## src/rtl/st7735_frame_arbiter.sv

```systemverilog
// Frame-granular round-robin arbiter sharing one st7735 pixel stream between two sources.
// Optional owner lock (lock0/lock1 ports) is enabled by defining ST7735_ARB_LOCK_EN.
module st7735_frame_arbiter #(
    parameter int                      C_x_size     = 128,
    parameter int                      C_y_size     = 160,
    parameter int                      C_color_bits = 16,
    parameter logic [C_color_bits-1:0] C_bg_color   = 16'h0000
) (
    input  logic                    clk,
    input  logic                    rst,
    input  logic                    next_pixel,
    output logic [6:0]              x,
    output logic [7:0]              y,
    output logic [C_color_bits-1:0] color,
    input  logic                    req0,
    input  logic                    req1,
    input  logic [C_color_bits-1:0] color0,
    input  logic [C_color_bits-1:0] color1,
    output logic                    gnt0,
    output logic                    gnt1,
    output logic                    frame_done,
    output logic [7:0]              frame_count
`ifdef ST7735_ARB_LOCK_EN
    ,
    input  logic                    lock0,
    input  logic                    lock1
`endif
);

    localparam logic [6:0] X_LAST = 7'(C_x_size - 1);
    localparam logic [7:0] Y_LAST = 8'(C_y_size - 1);

    typedef enum logic [1:0] {IDLE, OWN0, OWN1} state_t;

    state_t state_q, state_d;
    logic   last_served_q, last_served_d;
    logic   boundary, sof_arb;
    logic   hold0, hold1;

    assign boundary = next_pixel && (x == X_LAST) && (y == Y_LAST);
    // An idle arbiter parked at (0,0) may grant before the first pixel is consumed.
    assign sof_arb  = (state_q == IDLE) && (x == 7'd0) && (y == 8'd0) && !next_pixel;

`ifdef ST7735_ARB_LOCK_EN
    assign hold0 = lock0 && req0;
    assign hold1 = lock1 && req1;
`else
    assign hold0 = 1'b0;
    assign hold1 = 1'b0;
`endif

    always_comb begin
        state_d       = state_q;
        last_served_d = last_served_q;
        if (boundary || sof_arb) begin
            case (state_q)
                OWN0: begin
                    if (hold0)      state_d = OWN0;
                    else if (req1)  state_d = OWN1;
                    else if (req0)  state_d = OWN0;
                    else            state_d = IDLE;
                end
                OWN1: begin
                    if (hold1)      state_d = OWN1;
                    else if (req0)  state_d = OWN0;
                    else if (req1)  state_d = OWN1;
                    else            state_d = IDLE;
                end
                default: begin
                    if (req0 && req1) state_d = last_served_q ? OWN0 : OWN1;
                    else if (req0)    state_d = OWN0;
                    else if (req1)    state_d = OWN1;
                    else              state_d = IDLE;
                end
            endcase
        end
        if (state_d == OWN0)      last_served_d = 1'b0;
        else if (state_d == OWN1) last_served_d = 1'b1;
    end

    always_ff @(posedge clk or posedge rst) begin
        if (rst) begin
            state_q       <= IDLE;
            last_served_q <= 1'b1;
        end else begin
            state_q       <= state_d;
            last_served_q <= last_served_d;
        end
    end

    // Scan position and frame bookkeeping
    always_ff @(posedge clk or posedge rst) begin
        if (rst) begin
            x           <= 7'd0;
            y           <= 8'd0;
            frame_done  <= 1'b0;
            frame_count <= 8'd0;
        end else begin
            frame_done <= boundary;
            if (boundary) frame_count <= frame_count + 8'd1;
            if (next_pixel) begin
                if (x == X_LAST) begin
                    x <= 7'd0;
                    y <= (y == Y_LAST) ? 8'd0 : y + 8'd1;
                end else begin
                    x <= x + 7'd1;
                end
            end
        end
    end

    assign gnt0 = (state_q == OWN0);
    assign gnt1 = (state_q == OWN1);

    always_comb begin
        case (state_q)
            OWN0:    color = color0;
            OWN1:    color = color1;
            default: color = C_bg_color;
        endcase
    end

endmodule

```

## config.mk

```make
export PLATFORM = sky130hd
export DESIGN_NAME = st7735_frame_arbiter
export DESIGN_NICKNAME = d
export VERILOG_FILES = /design/src/rtl/st7735_frame_arbiter.sv
export SDC_FILE = /design/constraint.sdc
export NUM_CORES = 1
export LEC_CHECK = 0
export CAP_MARGIN = 0
export CORE_MARGIN = 2
export CORE_UTILIZATION = 41
export CTS_CLUSTER_DIAMETER = 50
export DETAILED_ROUTE_END_ITERATION = 16
export GPL_TIMING_DRIVEN = 0
export PLACE_DENSITY = 0.89
export SYNTH_ARGS = -nofsm -noshare
export SYNTH_HDL_FRONTEND = slang
export SYNTH_SLANG_ARGS = --single-unit
```

## constraint.sdc

```tcl
create_clock -name clk -period 2.95 [get_ports clk]
set_input_delay 0.885 -clock clk [delete_from_list [all_inputs] [get_ports clk]]
set_output_delay 0.885 -clock clk [all_outputs]
set_load 0.02 [all_outputs]
```

==> results.sh <==
export IMPL_status="completed"
export IMPL_p_leak_nw=1.10
export IMPL_clk_latency_ns=0.28
export IMPL_clk_pin_slew_ns=0.09
export IMPL_netlist_area_leader_share_pct=38.5
export IMPL_regToRegSetupSlack_ns=0.42
export IMPL_start_util_pct=42.6
export IMPL_drv_cap=0
export IMPL_register_area_um2=677
export IMPL_hold_start="frame_count[7]$_DFFE_PP0P_"
export IMPL_num_antenna_cells=0
export IMPL_synthArstFlopShare_pct=100
export IMPL_path_max_fanout=11
export IMPL_yosysWarnings=0
export IMPL_rr_startpoint="x[0]$_DFFE_PP0P_"
export IMPL_drive_above_1_share_pct=8.24
export IMPL_finalHoldViolations=0
export IMPL_drc=0
export IMPL_synth_common_cells="dfrtp_1 (26), a22oi_1 (16), nor2b_1 (16)"
export IMPL_timing_final_crit_share_pct=95.4
export IMPL_peakVddDrop_mv=0.487
export IMPL_wl_um=4350
export IMPL_syn_inst=177
export IMPL_worstMarginPinSlew_ns=1.00
export IMPL_post_dp_hpwl_um=3360
export IMPL_max_slew_margin_pct=33.0
export IMPL_critPathKind="flop to output port"
export IMPL_placed_cells=304
export IMPL_cts_sinks=27
export IMPL_dieArea_um2=4660
export IMPL_cp_required_ns=2.07
export IMPL_cts_inserted_buffers=3
export IMPL_grt_pass1_vias=1543
export IMPL_grt_pass1_wl_um=6750
export IMPL_num_vias=1617
export IMPL_wire_per_inst_um=14.2
export IMPL_cts_root_buf="clkbuf_8"
export IMPL_hold_depth=1
export IMPL_antenna_found_initial=0
export IMPL_cts_buffer_depth=2
export IMPL_yosysSeqAreaShare_pct=40.0
export IMPL_setup_viol=0
export IMPL_synthTopCellsByArea="dfrtp_1 (38%), a22oi_1 (7.1%), ha_1 (6.7%)"
export IMPL_io_pins=79
export IMPL_drt_iter0_drc=41
export IMPL_synth_seq_cells=27
export IMPL_layout_nets=302
export IMPL_hold_class="flop to flop"
export IMPL_slew_violations=0
export IMPL_yosys_cell_types_count=35
export IMPL_place_gp_congestion=0.816
export IMPL_core_area_um2=3970
export IMPL_yosys_cell_count_top_type="dfrtp_1"
export IMPL_fin_area_um2=2590
export IMPL_via_per_inst=5.30
export IMPL_overflow=0
export IMPL_post_cts_buffers=0
export IMPL_rows=23
export IMPL_rsz0062_at_grt="false"
export IMPL_max_freq_mhz=355
export IMPL_worstSetupEndpointType="output port"
export IMPL_cp_start_kind="flop"
export IMPL_synth_fp_nets=223
export IMPL_regToRegEndpoint="last_served_q$_DFFE_PP1P_"
export IMPL_synth_top_area_cell="dfrtp_1"
export IMPL_fp_dieW_um=68.2
export IMPL_areaGrowthSynthToFinish_pct=53.0
export IMPL_hold_path_end="frame_count[7]$_DFFE_PP0P_"
export IMPL_cts_max_level=1
export IMPL_p_per_area_nw_per_um2=388
export IMPL_ys_flop_type="dfrtp_1"
export IMPL_fillerInstances=336
export IMPL_clock_skew_ns=0.00484
export IMPL_reg2reg_depth=8
export IMPL_synth_area_um2=1690
export IMPL_place_port_buffers=77
export IMPL_synth_edf_count=0
export IMPL_die_height_um=68.2
export IMPL_antenna_left=0
export IMPL_arrival_ns=1.93
export IMPL_syn_area_per_cell_um2=9.56
export IMPL_placed_cell_area_um2=2520
export IMPL_dr_pass1_iters=4
export IMPL_cts_tree="yes"
export IMPL_track_usage_pct=19.1
export IMPL_stdcell_count=305
export IMPL_multi_input_area_um2=960
export IMPL_grt_max_degree=28
export IMPL_min_period_ns=2.82
worst max-delay path: stages (launching register included):
cell           delay, ns
dfrtp_1             0.46
inv_1               0.16
ha_4                0.36
clkbuf_2            0.20
nor2b_1             0.14
dlygate4sd2_1       0.34
kinds of logic (layout without fill, tap and decap cells):
family                   count (synthesis)  count (layout)  synth area share [%]
AO/OA/AOI/OAI                           33              33                  13.6
XOR/XNOR                                15              15                  7.77
adder cells (fa/ha/maj)                  9               9                  6.66
buffers and inverters                   22             100                  5.47
flip-flops                              27              27                  40.0
multiplexers                             5               5                  3.85
AND/OR/NAND/NOR                         66              66                  22.6
per-stage QoR:
stage	setup TNS (ns)	utilization, %	setup slack (ns)	hold slack, ns	power, mW
floorplan	0	-	0.173	0.469	0.629
global placement	-2.14	63.6	-0.186	0.460	0.783
detailed placement	-2.72	63.6	-0.231	0.471	0.795
CTS	0	64.4	0.132	0.488	1.02
global route	0	65.2	0.00728	0.514	1.07
finish	0	65.2	0.134	0.481	1.01
worst max path at each step:
stage / startpoint / end / slack, ns / cells after the start
2_1_floorplan: next_pixel / last_served_q$_DFFE_PP1P_ / 0.17 / 8
3_3_place_gp: state_q[0]$_DFF_PP0_ / color[10] / -0.19 / 7
3_5_place_dp: state_q[0]$_DFF_PP0_ / color[3] / -0.23 / 7
4_1_cts: state_q[1]$_DFF_PP0_ / color[9] / 0.13 / 5
5_1_grt: state_q[0]$_DFF_PP0_ / color[3] / 0.007 / 5
6_report: state_q[0]$_DFF_PP0_ / color[9] / 0.13 / 5
cell type report:
class	instances	share of cell area [%]
Multi-Input combinational cell	128	37.1
Timing Repair Buffer	77	29.1
Sequential cell	27	26.1
Tap cell	50	2.42
Inverter	14	2.22
Clock buffer	3	1.59
Buffer	5	1.16
Clock inverter	1	0.290
routing by layer:
metal	up-vias	global-route usage [%]	wire length, um
met2	68	36.4	2200
met3	7	4.28	412
met4	0	6.00	82
met1	770	20.6	1650
li1	772	-	-
met5	-	0	0
power by group:
part | internal (mW) | switching [mW]
Combinational | 0.163 | 0.141
Sequential | 0.412 | 0.0718
Clock | 0.0961 | 0.121
Total | 0.672 | 0.334
flip-flops by register name, summed over array words and instances, names as in the netlist:
register       count
frame_count        8
frame_done         1
last_served_q      1
state_q            2
x                  7
y                  8
cells in the final DEF (no fill, tap or decap), types with 3 or more instances in the layout:
master | Yosys | layout
a21oi_1 | 6 | 6
clkbuf_8 | 0 | 3
a22oi_1 | 16 | 16
nand3_1 | 9 | 9
nand4_1 | 5 | 5
dfrtp_1 | 26 | 26
inv_1 | 13 | 13
nand2_1 | 13 | 13
clkdlybuf4s50_1 | 0 | 61
nor2b_1 | 16 | 16
ha_1 | 9 | 6
mux2_4 | 3 | 3
dlygate4sd2_1 | 0 | 14
nor2_1 | 6 | 6
and3_1 | 3 | 3
xor2_1 | 3 | 3
xnor2_1 | 12 | 12
ha_4 | 0 | 3
o21ai_0 | 6 | 6
repair_timing:
| action | in CTS | in global routing |
|---|---|---|
| setup endpoints to repair | 16 | 3 |
| gates resized for setup | 23 | 5 |
| hold buffers | 0 | 0 |
| cloned | 0 | 0 |
(Power assumes the default switching activity.)
